File: src/rtl/dispersion_injector.sv
// rtl/dispersion_injector.sv - injects a synthetic dispersed pulse into a channel-serial power stream
// Channel k carries the pulse OFF[k]=DMAX-DELAY[k] spectra after injection start, so the dedispersor realigns it.
module dispersion_injector #(
    parameter int N_CHANNELS = 64,
    parameter int DIN_WIDTH  = 26,
    parameter logic [32*N_CHANNELS-1:0] DELAY_ARRAY = {
        32'd118, 32'd116, 32'd114, 32'd112, 32'd110, 32'd108, 32'd106, 32'd105,
        32'd103, 32'd101, 32'd99,  32'd97,  32'd95,  32'd94,  32'd92,  32'd90,
        32'd88,  32'd86,  32'd84,  32'd83,  32'd81,  32'd79,  32'd77,  32'd75,
        32'd73,  32'd71,  32'd70,  32'd68,  32'd66,  32'd64,  32'd62,  32'd60,
        32'd59,  32'd57,  32'd55,  32'd53,  32'd51,  32'd49,  32'd48,  32'd46,
        32'd44,  32'd42,  32'd40,  32'd38,  32'd36,  32'd35,  32'd33,  32'd31,
        32'd29,  32'd27,  32'd25,  32'd24,  32'd22,  32'd20,  32'd18,  32'd16,
        32'd14,  32'd13,  32'd11,  32'd9,   32'd7,   32'd5,   32'd3,   32'd2},
    parameter int PULSE_WIDTH = 1
) (
    input  logic                 clk,
    input  logic                 rst,
    input  logic                 ce,
    input  logic [DIN_WIDTH-1:0] din,
    input  logic                 din_valid,
    input  logic                 trigger,
    input  logic [DIN_WIDTH-1:0] amplitude,
    output logic [DIN_WIDTH-1:0] dout,
    output logic                 dout_valid,
    output logic                 dout_sof,
    output logic                 dout_eof,
    output logic                 busy,
    output logic                 inj_done
);

    localparam int CH_W = (N_CHANNELS > 1) ? $clog2(N_CHANNELS) : 1;

    function automatic logic [31:0] f_dmax();
        logic [31:0] m;
        m = DELAY_ARRAY[31:0];
        for (int k = 1; k < N_CHANNELS; k++)
            if (DELAY_ARRAY[32*k +: 32] > m) m = DELAY_ARRAY[32*k +: 32];
        return m;
    endfunction

    function automatic logic [31:0] f_dmin();
        logic [31:0] m;
        m = DELAY_ARRAY[31:0];
        for (int k = 1; k < N_CHANNELS; k++)
            if (DELAY_ARRAY[32*k +: 32] < m) m = DELAY_ARRAY[32*k +: 32];
        return m;
    endfunction

    function automatic logic [32*N_CHANNELS-1:0] f_off();
        logic [32*N_CHANNELS-1:0] v;
        logic [31:0] dmax;
        dmax = f_dmax();
        for (int k = 0; k < N_CHANNELS; k++)
            v[32*k +: 32] = dmax - DELAY_ARRAY[32*k +: 32];
        return v;
    endfunction

    localparam logic [31:0]              DMAX    = f_dmax();
    localparam logic [31:0]              DMIN    = f_dmin();
    localparam logic [31:0]              SPAN    = DMAX - DMIN + 32'(PULSE_WIDTH);
    localparam logic [32*N_CHANNELS-1:0] OFF_VEC = f_off();
    localparam logic [CH_W-1:0]          LAST_CH = CH_W'(N_CHANNELS - 1);

    typedef enum logic [1:0] {S_IDLE, S_ARMED, S_INJECT} state_t;

    state_t                 state_q, state_d;
    logic [CH_W-1:0]        ch_q, ch_d;
    logic [31:0]            spec_q, spec_d;
    logic [DIN_WIDTH-1:0]   amp_q, amp_d;
    logic [DIN_WIDTH-1:0]   dout_q, dout_d;
    logic                   dout_valid_q, dout_valid_d;
    logic                   sof_q, sof_d;
    logic                   eof_q, eof_d;
    logic                   busy_q, busy_d;
    logic                   done_q, done_d;

    logic                   last_ch;
    logic                   in_inj;
    logic [31:0]            spec_cur;
    logic [31:0]            off_k;
    logic                   hit;
    logic [DIN_WIDTH:0]     sum;
    logic [DIN_WIDTH-1:0]   sat;

    always_comb begin
        last_ch  = (ch_q == LAST_CH);
        // The ch-0 sample that ends ARMED already belongs to injection spectrum 0.
        in_inj   = (state_q == S_INJECT) || ((state_q == S_ARMED) && (ch_q == '0));
        spec_cur = (state_q == S_INJECT) ? spec_q : 32'd0;
        off_k    = OFF_VEC[32*ch_q +: 32];
        hit      = in_inj && (off_k <= spec_cur) &&
                   ({1'b0, spec_cur} < ({1'b0, off_k} + 33'(PULSE_WIDTH)));
        sum      = {1'b0, din} + {1'b0, (hit ? amp_q : {DIN_WIDTH{1'b0}})};
        sat      = sum[DIN_WIDTH] ? {DIN_WIDTH{1'b1}} : sum[DIN_WIDTH-1:0];
    end

    always_comb begin
        state_d      = state_q;
        ch_d         = ch_q;
        spec_d       = spec_q;
        amp_d        = amp_q;
        dout_d       = dout_q;
        dout_valid_d = dout_valid_q;
        sof_d        = sof_q;
        eof_d        = eof_q;
        done_d       = done_q;
        if (ce) begin
            dout_valid_d = din_valid;
            sof_d        = din_valid && (ch_q == '0);
            eof_d        = din_valid && last_ch;
            done_d       = 1'b0;
            if (din_valid) begin
                dout_d = sat;
                ch_d   = last_ch ? '0 : ch_q + 1'b1;
            end
            case (state_q)
                S_IDLE: begin
                    if (trigger) begin
                        state_d = S_ARMED;
                        amp_d   = amplitude;
                    end
                end
                S_ARMED, S_INJECT: begin
                    if (din_valid && in_inj) begin
                        if (last_ch && (spec_cur == SPAN - 32'd1)) begin
                            state_d = S_IDLE;
                            done_d  = 1'b1;
                        end else begin
                            state_d = S_INJECT;
                            spec_d  = last_ch ? spec_cur + 32'd1 : spec_cur;
                        end
                    end
                end
                default: state_d = S_IDLE;
            endcase
        end
        busy_d = (state_d != S_IDLE);
    end

    always_ff @(posedge clk or negedge rst) begin
        if (!rst) begin
            state_q      <= S_IDLE;
            ch_q         <= '0;
            spec_q       <= '0;
            amp_q        <= '0;
            dout_q       <= '0;
            dout_valid_q <= 1'b0;
            sof_q        <= 1'b0;
            eof_q        <= 1'b0;
            busy_q       <= 1'b0;
            done_q       <= 1'b0;
        end else begin
            state_q      <= state_d;
            ch_q         <= ch_d;
            spec_q       <= spec_d;
            amp_q        <= amp_d;
            dout_q       <= dout_d;
            dout_valid_q <= dout_valid_d;
            sof_q        <= sof_d;
            eof_q        <= eof_d;
            busy_q       <= busy_d;
            done_q       <= done_d;
        end
    end

    assign dout       = dout_q;
    assign dout_valid = dout_valid_q;
    assign dout_sof   = sof_q;
    assign dout_eof   = eof_q;
    assign busy       = busy_q;
    assign inj_done   = done_q;

endmodule

File: config.mk
export PLATFORM = sky130hd
export DESIGN_NAME = dispersion_injector
export DESIGN_NICKNAME = d
export VERILOG_FILES = /design/src/rtl/dispersion_injector.sv
export SDC_FILE = /design/constraint.sdc
export NUM_CORES = 1
export LEC_CHECK = 0
export ABC_AREA = 1
export CORE_MARGIN = 5
export CORE_UTILIZATION = 45
export DETAILED_ROUTE_END_ITERATION = 10
export HOLD_SLACK_MARGIN = 0.02
export PLACE_DENSITY = 0.66
export SYNTH_ARGS = -nofsm -noshare
export SYNTH_HDL_FRONTEND = slang
export SYNTH_SLANG_ARGS = --single-unit
File: constraint.sdc
create_clock -name clk -period 6 [get_ports clk]
set_input_delay 0.6 -clock clk [delete_from_list [all_inputs] [get_ports clk]]
set_output_delay 0.6 -clock clk [all_outputs]
set_load 0.05 [all_outputs]
Yosys cells after proc, flatten, opt, wreduce, memory -nomap -nowiden:

Cells that the tools add are included.

* register bits: 97
* output and inout port bits: 31
* logic and storage cells: 50
* input port bits: 57
* ROM bits: 0
* bits in latches: 0
* bits in writable memories: 0
* memories kept: 0

* reductions and logical operators: 15
* equal/unequal tests: 4
* div/mod/pow operators: 0
* add/sub/neg operators: 4
* magnitude comparators: 2
* shift-type cells: 1
* multiply operators: 0
* mux-type cells: 13
* bitwise gates (word level): 1

Operators by type and width (count)
* $shiftx A2048 B12 Y32 const A: 1
* $mux W32: 2
* $mux W26: 2
* $add A32 B1 Y33 const B: 1
* $lt A32 B33 Y1: 1
* $add A32 B1 Y32 const B: 1
* $eq A32 B7 Y1 const B: 1
* $le A32 B32 Y1: 1
* $add A26 B26 Y27: 1
* $mux W2: 4
* $logic_and A1 B1 Y1: 7
* $add A6 B1 Y6 const B: 1
* $eq A6 B6 Y1 const B: 1
* $logic_not A6 Y1: 1
* $mux W6: 1
* $pmux W2 S2: 1
* $reduce_and A4 Y1: 1
* $mux W1: 3
* $reduce_and A3 Y1: 1
* $eq A2 B1 Y1 const B: 1
* $eq A2 B2 Y1 const B: 1
* $logic_not A2 Y1: 1
* $reduce_and A2 Y1: 1
* $reduce_bool A2 Y1: 1
* other kinds (3): 3

Logic depth before layout (Yosys ltp):

Gate-level depths: netlist of run 1.

* word-level depth: 9
* gate-level depth with buffers: 37
* depth with buffers taken out: 35

Worst setup path after synthesis of run 1:

No wires, ideal clock.

* path type: register to register
* start: reg ch_q[0]
* end: reg dout_q[1] (netlist: dout[1])
* data required time: 5.882 ns
* buffers on the path: 2
* slack: 1.471 ns
* stages on the path, launching flop included: 32
* setup time: 0.118 ns
* data arrival time: 4.411 ns
* period minus slack after synthesis: 4.529 ns
* cell sequence: dfrtp_1 > ha_1 > inv_1 > ha_1 > or2_2 > nand2_1 > nand2_1 > nand3_1 > ha_1 > nand2_1 > nor2_1 > xor2_1 > ha_1 > nand2_1 > inv_1 > nand4_1 > a31oi_1 > nor2_1 > nand2_1 > buf_2 > nor2_1 > ha_1 > fa_1 > nand3_1 > nand3_1 > nand2_1 > nand2_1 > nand2_1 > nand2_2 > buf_6 > o21bai_1 > inv_1

* cells in the longest elaborated chain, start to end: 8
* elaborated cells on any way between the ends: 12

Ends and longest elaborated chain
* from (decl): line 68 `logic [CH_W-1:0] ch_q, ch_d;`
* from (signal assigned): line 155 `ch_q <= ch_d;`
* parallel branches: the longest is 4 deep, another holds $add A32 B1 Y33
* $logic_and A1 B1 Y1 (*): line 92 `hit = in_inj && (off_k <= spec_cur) &&`
* $mux W26 (*): line 94 `sum = {1'b0, din} + {1'b0, (hit ? amp_q : {DIN_WIDTH{1'b0}})};`
* $add A26 B26 Y27 (*): line 94
* $mux W26 (*): line 95 `sat = sum[DIN_WIDTH] ? {DIN_WIDTH{1'b1}} : sum[DIN_WIDTH-1:0];`
* to (signal assigned): line 158 `dout_q <= dout_d;`
* to (decl): line 71 `logic [DIN_WIDTH-1:0] dout_q, dout_d;`

Mark *: on every way between the ends.
A chain may end at the register's enable or synchronous reset.

Final worst setup path of run 1:

* start: reg ch_q[1]
* end: reg dout_q[20] (netlist: dout[20])

Same word-level chain as after synthesis.

==> flow_metrics.py, run 1 <==
metrics = {
    "outcome": {
        "outcome": "completed",
    },
    "yosys": {
        "yosysWarnings": 0,
        "synth_seq_cells": 97,
        "syn_avg_cell_area_um2": 6.129,
        "synth_cell_types": 37,
        "synth_edf_count": 0,
        "syn_inst": 1392,
        "async_flop_share_pct": 100.0,
        "synth_nets": 1509,
        "synth_area_um2": 8532,
        "synth-seq-area-share_pct": 28.45,
        "ys.flop_type": "dfrtp_1",
    },
    "power": {
        "power.leakage_nw": 5.259,
        "power_w": 0.002628,
        "peakVddDrop_uv": 152.0,
        "p_per_area_nw_per_um2": 267.4,
    },
    "timing": {
        "hold_viol_final": 0,
        "finClkSkew_ps": 6.291,
        "fin_crit_ps": 5408,
        "period_share_pct": 90.14,
        "rsz0062_at_grt": "no",
        "slew_viol_final": 0,
        "finalSetupViolCount": 0,
        "fin_tns_setup_ps": 0,
        "max_freq_mhz": 184.9,
        "tightest_slew_ps": 1119,
        "relSlewSlack_pct": 25.32,
    },
    "clocking": {
        "cts_tree": "done",
        "numCtsBuffers": 9,
        "postCtsResizedCells": 0,
        "cts_max_level": 3,
        "clk_latency_ps": 360,
        "postCtsSetupRepairBufs": 0,
        "path_clk_slew_ps": 80,
        "cts_sinks": 97,
        "cts_buffer_depth": 2,
        "clockRootBuffer": "clkbuf_16",
        "cts_hold_buf": 0,
    },
    "floorplanning": {
        "num_rows": 50,
        "chipHeight_um": 147.7,
        "core-area_um2": 18710,
        "initial_core_util_pct": 45.61,
        "fp.dieArea_um2": 21810,
        "io_pins": 88,
        "die_w_um": 147.7,
    },
    "route": {
        "firstDrtPassIters": 5,
        "vias": 8621,
        "first_iter_violations": 510,
        "drcViolationCount": 0,
        "wl_per_cell_um": 14.15,
        "ant_nets": 0,
        "drt-total-wl_um": 24090,
        "vias_per_cell": 5.065,
    },
    "global_route": {
        "grt_pass1_wl_um": 40340,
        "antenna_found_initial": 0,
        "grt_overflow": 0,
        "grt_use_total_pct": 22.54,
        "grt_pass1_vias": 8267,
        "grt_max_degree": 78,
    },
    "setup_path": {
        "critPathTopFamily": "simple AND/OR/NAND/NOR gates",
        "path_class": "reg -> reg",
        "worstPathRequired_ps": 6290,
        "worst_setup_path_start_kind": "register",
        "crit_buf_inv": 5,
        "critPathMaxFanout": 26,
        "arrival_ps": 5700,
        "critPathCaptureType": "register",
        "cpMaxStageDelayCell": "dfrtp_1",
        "crit_top_cell": "nand2_1",
        "slowest_delay_ps": 430,
    },
    "place": {
        "dp_hpwl_um": 19000,
        "gp_congestion": 0.9459,
        "dpl_cell_area_um2": 9544,
        "placement.io_buffers": 87,
    },
    "finish": {
        "drive_gt1_share_pct": 3.747,
        "seqCellArea_um2": 2427,
        "final_area_um2": 9828,
        "multiInputGateArea_um2": 5149,
        "nFillCells": 1955,
        "diodes": 0,
        "syn_to_final_growth_pct": 15.19,
        "nNetsFinal": 1580,
    },
    "job": {
        "drv_cap": 0,
    },
    "hold_path": {
        "hold_class": "in -> async",
    },
}
metal layers:
| layer | up-vias | routed length, µm | track usage [%] |
|---|---|---|---|
| met5 | - | 0 | 0 |
| met4 | 0 | 556 | 7.130 |
| met3 | 39 | 1057 | 3.035 |
| met2 | 199 | 11600 | 39.71 |
| met1 | 3903 | 10870 | 28.66 |
| li1 | 4480 | - | - |
cell usage in the layout, fill, tap and decap left out, drive strengths merged:
cell / count
nand3b: 1
ha: 59
inv: 212
dfrtp: 97
o21bai: 6
a22oi: 1
nor3: 7
a21boi: 1
clkinvlp: 1
fa: 1
xnor2: 8
and2: 3
buf: 4
nand2: 470
clkbuf: 9
a31oi: 6
nor3b: 1
xor2: 17
clkdlybuf4s50: 86
o31ai: 2
clkinv: 3
nand4: 29
or2: 4
a21oi: 63
o211ai: 4
nand3: 101
nor2: 232
o21ai: 39
a21o: 1
registers in the layout, summed over array words and instances, names as in the netlist:
name,flops
dout_eof,1
busy,1
ch_q,6
dout_valid,1
dout_sof,1
spec_q,32
inj_done,1
dout,26
state_q,2
amp_q,26
layout make-up:
type	instances	area share [%]
clock buffers	9	2.292
repair buffers	90	9.064
clock inverters	7	0.5983
inverters	209	7.982
multi-input cells	1056	52.39
flip-flops and latches	97	24.70
well taps	234	2.979
stage by stage:
step	worst slack [ps]	std cells	hold slack, ps	util (%)
6_report	591.8	1702	112.4	52.54
5_1_grt	38.34	1702	135.6	52.54
4_1_cts	630.6	1702	118.7	52.54
3_5_place_dp	680.0	1686	473.5	51.02
3_3_place_gp	838.4	1686	463.6	51.02
2_1_floorplan	1471	1392	304.4	-
worst paths after layout:
path	from	end	slack, ps	cells past startpoint
setup / recovery	ch_q[1]	dout[20]	590	32
hold / removal	rst	ch_q[1]	110	1
setup reg to reg	ch_q[1]	dout[20]	590	32
hold reg to reg	spec_q[29]	spec_q[29]	490	2
max in group asynchronous	rst	amp_q[23]	4620	2
min in group clk	spec_q[29]	spec_q[29]	490	2
power breakdown:
part | switching [W] | total [W] | internal (W)
clock | 0.000300 | 0.000590 | 0.000290
sequential | 0.0000944 | 0.000881 | 0.000786
combinational | 0.000750 | 0.00116 | 0.000407
total | 0.00114 | 0.00263 | 0.00148
cell families after synthesis:
kind of cell / Yosys count / synth area share, %
AOI/OAI and AO/OA: 123 / 7.743
xor gates and xnor gates: 25 / 2.566
adders and majority gates: 60 / 8.887
buffers and inverters: 239 / 11.26
DFF: 97 / 28.45
and+or+nand+nor: 848 / 41.09
cells in the mapped netlist (2+ instances only):
master      n  area (µm²)
buf_2      12       60.06
clkinv_1    2       7.510
or2_2       4       25.02
nand3_1   100       500.5
nor2_4      3       33.78
xor2_1     17       148.9
inv_1     198       743.2
dfrtp_1    97        2427
nand4_1    29       181.4
nand2_2     8       50.05
and2_1      3       18.77
ha_1       59       738.2
buf_6       6       67.56
nand2_1   460        1727
o21ai_0    37       185.2
nor3_1      6       30.03
o21bai_1    6       45.04
clkbuf_1   11       41.29
nor2_2      6       37.54
o21ai_1     2       10.01
nor2_1    223       837.1
o31ai_1     2       15.01
nand2_4     2       22.52
o211ai_1    4       30.03
a21oi_1    63       315.3
xnor2_1     8       70.07
a31oi_1     6       37.54
inv_2       9       33.78
(Power assumes the default switching activity.)
==> inputs of run 2 (changes only) <==
--- a/config.mk
+++ b/config.mk
@@ -14,3 +14,4 @@
 export SYNTH_ARGS = -nofsm -noshare
 export SYNTH_HDL_FRONTEND = slang
 export SYNTH_SLANG_ARGS = --single-unit
+export TNS_END_PERCENT = 1
==> results of run 2 <==
The final DEF is identical to that of run 1; final timing and power are the same.
